File: src/rtl/led_mode_ctrl.sv
// Key-event controller: short press cycles mode, long press toggles LED enable; drives solid/blink/dim LED.
// led is registered one cycle behind mode/led_en; key pulses are always accepted (no backpressure).
module led_mode_ctrl #(
    parameter int   LONG_PRESS_TIME = 27_000_000,
    parameter int   SLOW_HALF       = 13_500_000,
    parameter int   FAST_HALF       = 3_375_000,
    parameter int   PWM_PERIOD      = 256,
    parameter int   DIM_DUTY        = 32,
    parameter logic LED_ON          = 1'b1
) (
    input  logic       clk,
    input  logic       rst,
    input  logic       flag_press,
    input  logic       flag_release,
    output logic       led,
    output logic [1:0] mode,
    output logic       led_en,
    output logic       long_press
);

    localparam int HW       = $clog2(LONG_PRESS_TIME + 1);
    localparam int HALF_MAX = (SLOW_HALF > FAST_HALF) ? SLOW_HALF : FAST_HALF;
    localparam int BW       = (HALF_MAX > 1) ? $clog2(HALF_MAX) : 1;
    localparam int PW       = (PWM_PERIOD > 1) ? $clog2(PWM_PERIOD) : 1;
    localparam int DW       = PW + 1;

    localparam logic [HW-1:0] HOLD_LAST = HW'(LONG_PRESS_TIME - 1);
    localparam logic [BW-1:0] SLOW_LAST = BW'(SLOW_HALF - 1);
    localparam logic [BW-1:0] FAST_LAST = BW'(FAST_HALF - 1);
    localparam logic [PW-1:0] PWM_LAST  = PW'(PWM_PERIOD - 1);
    localparam logic [DW-1:0] DUTY      = DW'(DIM_DUTY);

    typedef enum logic [1:0] {
        IDLE      = 2'd0,
        PRESSED   = 2'd1,
        LONG_HELD = 2'd2
    } state_t;

    state_t        state, state_nxt;
    logic [HW-1:0] hold_cnt, hold_nxt;
    logic [1:0]    mode_nxt;
    logic          led_en_nxt;
    logic          long_press_nxt;

    logic [BW-1:0] blink_cnt, blink_nxt;
    logic          phase, phase_nxt;
    logic [PW-1:0] pwm_cnt, pwm_nxt;
    logic          led_nxt;
    logic          restart;
    logic [BW-1:0] half_last;

    always_comb begin
        state_nxt      = state;
        hold_nxt       = hold_cnt;
        mode_nxt       = mode;
        led_en_nxt     = led_en;
        long_press_nxt = 1'b0;
        case (state)
            IDLE: begin
                if (flag_press && !flag_release) begin
                    state_nxt = PRESSED;
                    hold_nxt  = '0;
                end
            end
            PRESSED: begin
                hold_nxt = hold_cnt + HW'(1);
                // Release wins over long qualification on the same edge.
                if (flag_release) begin
                    state_nxt = IDLE;
                    if (led_en) begin
                        mode_nxt = mode + 2'd1;
                    end
                end else if (hold_cnt == HOLD_LAST) begin
                    state_nxt      = LONG_HELD;
                    long_press_nxt = 1'b1;
                    led_en_nxt     = !led_en;
                end
            end
            LONG_HELD: begin
                if (flag_release) begin
                    state_nxt = IDLE;
                end
            end
            default: begin
                state_nxt = IDLE;
            end
        endcase
    end

    always_comb begin
        restart   = (mode_nxt != mode) || (led_en_nxt != led_en);
        half_last = (mode == 2'd2) ? FAST_LAST : SLOW_LAST;
        blink_nxt = blink_cnt;
        phase_nxt = phase;
        pwm_nxt   = pwm_cnt;
        if (restart) begin
            blink_nxt = '0;
            phase_nxt = 1'b1;
            pwm_nxt   = '0;
        end else begin
            if (mode == 2'd1 || mode == 2'd2) begin
                if (blink_cnt == half_last) begin
                    blink_nxt = '0;
                    phase_nxt = !phase;
                end else begin
                    blink_nxt = blink_cnt + BW'(1);
                end
            end
            if (mode == 2'd3) begin
                pwm_nxt = (pwm_cnt == PWM_LAST) ? '0 : pwm_cnt + PW'(1);
            end
        end

        led_nxt = !LED_ON;
        if (led_en) begin
            case (mode)
                2'd0:    led_nxt = LED_ON;
                2'd1,
                2'd2:    led_nxt = phase ? LED_ON : !LED_ON;
                default: led_nxt = ({1'b0, pwm_cnt} < DUTY) ? LED_ON : !LED_ON;
            endcase
        end
    end

    always_ff @(posedge clk) begin
        if (rst) begin
            state      <= IDLE;
            hold_cnt   <= '0;
            mode       <= 2'd0;
            led_en     <= 1'b1;
            long_press <= 1'b0;
            led        <= !LED_ON;
            blink_cnt  <= '0;
            phase      <= 1'b1;
            pwm_cnt    <= '0;
        end else begin
            state      <= state_nxt;
            hold_cnt   <= hold_nxt;
            mode       <= mode_nxt;
            led_en     <= led_en_nxt;
            long_press <= long_press_nxt;
            led        <= led_nxt;
            blink_cnt  <= blink_nxt;
            phase      <= phase_nxt;
            pwm_cnt    <= pwm_nxt;
        end
    end

endmodule

File: config.mk
export PLATFORM = sky130hd
export DESIGN_NAME = led_mode_ctrl
export DESIGN_NICKNAME = d
export VERILOG_FILES = /design/src/rtl/led_mode_ctrl.sv
export SDC_FILE = /design/constraint.sdc
export NUM_CORES = 1
export LEC_CHECK = 0
export CORE_ASPECT_RATIO = 1.25
export CORE_MARGIN = 5
export CORE_UTILIZATION = 45
export DETAILED_ROUTE_END_ITERATION = 12
export SYNTH_ARGS = -nofsm -noshare
export SYNTH_HDL_FRONTEND = slang
export SYNTH_SLANG_ARGS = --single-unit
File: constraint.sdc
create_clock -name clk -period 3.19 [get_ports clk]
set_input_delay 0.4785 -clock clk [delete_from_list [all_inputs] [get_ports clk]]
set_output_delay 0.4785 -clock clk [all_outputs]
set_load 0.01 [all_outputs]
Yosys cells after proc, flatten, opt, wreduce, memory -nomap -nowiden:

Index checks and enable logic that the tools add are counted.

* bitwise gates (word level): 2
* mux-type cells: 20
* add/subtract/negate cells: 4
* reduce and logical (&&, ||, !) cells: 16
* equality and inequality tests: 13
* magnitude comparators: 1

Operator list (number)
* $pmux W25 S2: 1
* $mux W24: 2
* $add A25 B1 Y25 const B: 1
* $eq A25 B25 Y1 const B: 1
* $mux W25: 1
* $add A24 B1 Y24 const B: 1
* $eq A24 B24 Y1: 1
* $mux W2: 7
* $add A8 B1 Y8 const B: 1
* $eq A8 B8 Y1 const B: 1
* $lt A8 B6 Y1 const B: 1
* $mux W8: 1
* $eq A2 B2 Y1 const B: 3
* $mux W1: 6
* $pmux W2 S3: 1
* $reduce_or A2 Y1: 3
* $eq A2 B1 Y1 const B: 2
* $logic_not A2 Y1: 2
* $ne A2 B2 Y1 const B: 2
* $reduce_and A2 Y1: 2
* $logic_not A1 Y1: 3
* $ne A3 B3 Y1 const B: 1
* $reduce_and A3 Y1: 1
* $reduce_or A3 Y1: 1
* other kinds (8): 10

* bits of input ports: 4
* register bits: 65
* output and inout bits: 5

Logic depth before layout (Yosys ltp):

* depth in word-level cells: 7
* gate-level depth with buffers: 8
* mapped depth without buffers: 6

Worst setup path after synthesis:

OpenSTA, ideal clock, no wires.

* kind: register -> register
* start point: register mode[0]
* end point: register blink_cnt[22]
* setup slack: 0.788 ns
* buffers on the path: 2
* arrival: 2.322 ns
* period minus slack after synthesis: 2.402 ns
* stages on the path, launching flop included: 9
* setup time: 0.079 ns
* cell sequence: dfxtp_1 -> inv_1 -> ha_1 -> buf_4 -> nand3_1 -> or4_1 -> buf_2 -> or4_1 -> a211oi_2

* cells in the longest elaborated chain, start to end: 7
* elaborated cells on any way between the ends: 13
* classes of those cells: add/sub (1); eq/ne (4); mux (5); reduce/logical (3)

RTL lines
* from (decl): RTL line 16 `output logic [1:0] mode,`
* from (signal assigned): RTL line 139 `mode <= mode_nxt;`
* $add A2 B1 Y2: RTL line 71 `mode_nxt = mode + 2'd1;`
* $mux W2: RTL line 70 `if (led_en) begin`
* $mux W2: RTL line 68 `if (flag_release) begin`
* $mux W2: RTL line 58 `case (state)`
* $ne A2 B2 Y1: RTL line 91 `restart = (mode_nxt != mode) || (led_en_nxt != led_en);`
* $logic_or A1 B1 Y1: RTL line 91
* $reduce_or A2 Y1 (no line)
* to (signal assigned): RTL line 143 `blink_cnt <= blink_nxt;`
* to (decl): RTL line 45 `logic [BW-1:0] blink_cnt, blink_nxt;`

Parallel ways exist; a longest one is shown, timed or not.
A chain may end at the register's enable or synchronous reset.

Worst setup path after layout:

Same ends and word-level chain as after synthesis.

==> qor.json <==
{
  "outcome": "finished clean",
  "regToRegEndpoint": "blink_cnt[22]$_SDFFE_PP0N_",
  "max_freq_ghz": 0.379,
  "die_width_microns": 86.9,
  "top_cells_by_instance_count_after_synthesis": "sky130_fd_sc_hd__dfxtp_1, sky130_fd_sc_hd__nor2_1, sky130_fd_sc_hd__nor3_1",
  "cts_htree_levels": 3,
  "grt_overflow_total": 0,
  "finalCriticalPeriod_ns": 2.64,
  "synthToLayoutAreaGrowth_pct": 10.5,
  "vias_per_cell": 5.92,
  "cts_tree": "done",
  "worstSetupStartpointType": "flip-flop",
  "synth-edff-count": 0,
  "mapped_cells": 377,
  "yosysWarnings": 0,
  "initial_core_util_pct": 45.7,
  "grt_setup_unrepaired": "no",
  "reg2reg_slack_ns": 0.55,
  "finClkSkew_ns": 0.0124,
  "numCtsBuffers": 9,
  "path_clk_slew_ns": 0.08,
  "post_synth_instance_area_sq_mm": 0.00332,
  "grt_use_total_pct": 16.5,
  "fp.coreArea_sq_mm": 0.00727,
  "seq_area_frac_synth_pct": 39.1,
  "placement.cell_area_sq_mm": 0.00346,
  "final_area_sq_mm": 0.00367,
  "end_kind": "flip-flop",
  "regToRegStartpoint": "mode[0]$_SDFF_PP0_",
  "power.ir.vdd_worst_uv": 248,
  "detailroute.via_count": 2816,
  "post-cts-setup-buffer-count": 0,
  "synth_fp_nets": 388,
  "p_leak_nw": 1.12,
  "grt_antenna_before_repair": 0,
  "min_to": "hold_cnt[24]$_SDFFE_PP0P_",
  "antennaDiodeCount": 0,
  "synthDistinctLibCells": 54,
  "dpl.hpwl_mm": 5.01,
  "cts_root_buf": "sky130_fd_sc_hd__clkbuf_8",
  "hp-class": "reg -> reg",
  "fin_crit_sh_pct": 82.7,
  "yosysTopAreaCellShare_pct": 39.1,
  "grt_start_max_net_pins": 31,
  "finalMaxSlewViolations": 0,
  "cpMostUsedCell": "sky130_fd_sc_hd__or4_1",
  "holdBufCountCts": 0,
  "synthDominantAreaCellType": "sky130_fd_sc_hd__dfxtp_1",
  "ys_dominant_reg_cell": "sky130_fd_sc_hd__dfxtp_1",
  "final_layout_size_suffix_gt1_share_pct": 9.90,
  "num_io_pins": 9,
  "final.hold.worst_slack_ns": 0.471,
  "yosys-top-cells-area": "sky130_fd_sc_hd__dfxtp_1, sky130_fd_sc_hd__nand4_1, sky130_fd_sc_hd__nor3_1, sky130_fd_sc_hd__xnor2_1, sky130_fd_sc_hd__nand3_1",
  "gp_congestion": 0.761,
  "max_cap_viols": 0,
  "clock_latency_ns": 0.34,
  "finalHoldViolCount": 0,
  "floorplan.die_area_sq_mm": 0.00922,
  "worst_ep_required_time_ns": 3.46,
  "drt_iter0_markers": 80,
  "routed_wl_mm": 7.16,
  "max_slew_margin_pct": 57.9,
  "fin_tns_setup_ns": 0,
  "port_buffers": 8,
  "ff2ff_path_depth": 6,
  "detail_route.drc_violations": 0,
  "grt_first_pass_wirelength_mm": 12.3,
  "worstHoldPathCells": 2,
  "delay_of_the_slowest_critical_path_stage_ns": 0.73,
  "final_antenna_net_count": 0,
  "worst_slew_pin_slew_ns": 0.623,
  "num_rows": 35,
  "post_drt_wl_per_cell_microns": 15.0,
  "hold_path.startpoint": "hold_cnt[24]$_SDFFE_PP0P_",
  "final-setup-viol-count": 0,
  "ys_async_sr_fraction_pct": 0,
  "cts.sinks": 65,
  "kind_of_cell_with_the_highest_combined_delay_on_the_critical_path": "simple AND/OR/NAND/NOR gates",
  "drt-pass1-iter-count": 4,
  "endpoint_arrival_time_on_the_critical_path_ns": 2.91,
  "postSynthAreaPerCell_sq_um": 8.82,
  "critical_path_fanouts_max": 9,
  "critical_path_start_end_classification": "reg -> reg",
  "cts_resized": 0,
  "grt_pass1_vias": 2637,
  "library_cell_contributing_the_largest_single_delay_on_the_critical_path": "sky130_fd_sc_hd__or4_1",
  "layout.nets": 391,
  "clock_tree.buffer_depth": 2,
  "critical_path.n_buffers_inverters": 1,
  "share_of_the_core_filled_with_cells_pct": 50.5,
  "crit_chain": "inv_1, ha_1, nand3_1, or4_1, or4_1, a211oi_2",
  "floorplan.die.height_microns": 106,
  "power_per_cell_area_mw_per_mm2": 449,
  "register_bit_count_reported_by_yosys": 65,
  "synth.most_common_cell": "sky130_fd_sc_hd__dfxtp_1",
  "crit_cells": 6
}
metal layers:
metal | global-route usage [%] | vias to the layer above | routed length (microns)
li1 | - | 1441 | -
met2 | 26.7 | 43 | 3530
met5 | 0 | - | 0
met4 | 9.91 | 0 | 256
met3 | 3.18 | 22 | 172
met1 | 19.9 | 1310 | 3210
cells by family after synthesis:
group,Yosys count,share of synthesized area [%]
fa+ha+maj,7,2.63
simple gates,176,30.8
mux,10,3.16
flops,65,39.1
compound gates,67,14.7
buf+inv,32,4.29
xor+xnor,20,5.27
power breakdown:
| part | internal, mW | switching [mW] |
|---|---|---|
| logic | 0.0204 | 0.0347 |
| clock network | 0.455 | 0.321 |
| registers | 0.815 | 0.00387 |
| total | 1.29 | 0.360 |
tightest hold or removal path, cell delays in order (launching register included):
cell and delay (ns):
sky130_fd_sc_hd__dfxtp_1 0.32, sky130_fd_sc_hd__nand2_1 0.05, sky130_fd_sc_hd__mux2i_1 0.05
worst max-delay path by stage:
| stage | from | endpoint | slack, ns |
|---|---|---|---|
| global route | mode[1]$_SDFF_PP0_ | blink_cnt[22]$_SDFFE_PP0N_ | 0.41 |
| floorplan | mode[0]$_SDFF_PP0_ | blink_cnt[22]$_SDFFE_PP0N_ | 0.79 |
| CTS | mode[0]$_SDFF_PP0_ | blink_cnt[22]$_SDFFE_PP0N_ | 0.55 |
| global placement | mode[1]$_SDFF_PP0_ | blink_cnt[22]$_SDFFE_PP0N_ | 0.65 |
| detailed placement | mode[0]$_SDFF_PP0_ | blink_cnt[22]$_SDFFE_PP0N_ | 0.56 |
| finish | mode[0]$_SDFF_PP0_ | blink_cnt[22]$_SDFFE_PP0N_ | 0.55 |
per-stage QoR:
step           instances  total power, mW  setup slack, ns
6_report             476             1.65            0.551
5_1_grt              476             1.71            0.409
4_1_cts              476             1.67            0.552
3_5_place_dp         461            0.893            0.564
3_3_place_gp         461            0.892            0.645
2_1_floorplan        377            0.875            0.788
cells in the final DEF, fill, tap and decap left out, types with 10 or more instances in the layout:
cell type	n
sky130_fd_sc_hd__dfxtp_1	65
sky130_fd_sc_hd__nor2_1	24
sky130_fd_sc_hd__nor3_1	24
sky130_fd_sc_hd__nand2_1	22
sky130_fd_sc_hd__nand4_1	21
sky130_fd_sc_hd__nand3_1	18
sky130_fd_sc_hd__a21oi_1	14
sky130_fd_sc_hd__xnor2_1	13
sky130_fd_sc_hd__o21ai_0	11
sky130_fd_sc_hd__inv_1	10
sky130_fd_sc_hd__or3_1	10
sky130_fd_sc_hd__clkbuf_8	10
layout make-up:
| cell class | count | area, sq um |
|---|---|---|
| fill | 713 | 3600 |
| multi-input combinational | 280 | 1880 |
| sequential | 65 | 1300 |
| clock buffer | 10 | 138 |
| timing repair buffer | 13 | 118 |
| tap | 92 | 115 |
| clock inverter | 5 | 80.1 |
| inverter | 11 | 41.3 |
sequential cells by signal, indices dropped and copies added, names as in the netlist:
signal	flops
mode	2
phase	1
pwm_cnt	8
led	1
blink_cnt	24
long_press	1
state	2
led_en	1
hold_cnt	25
No activity file was read; power rests on OpenSTA's default activity.
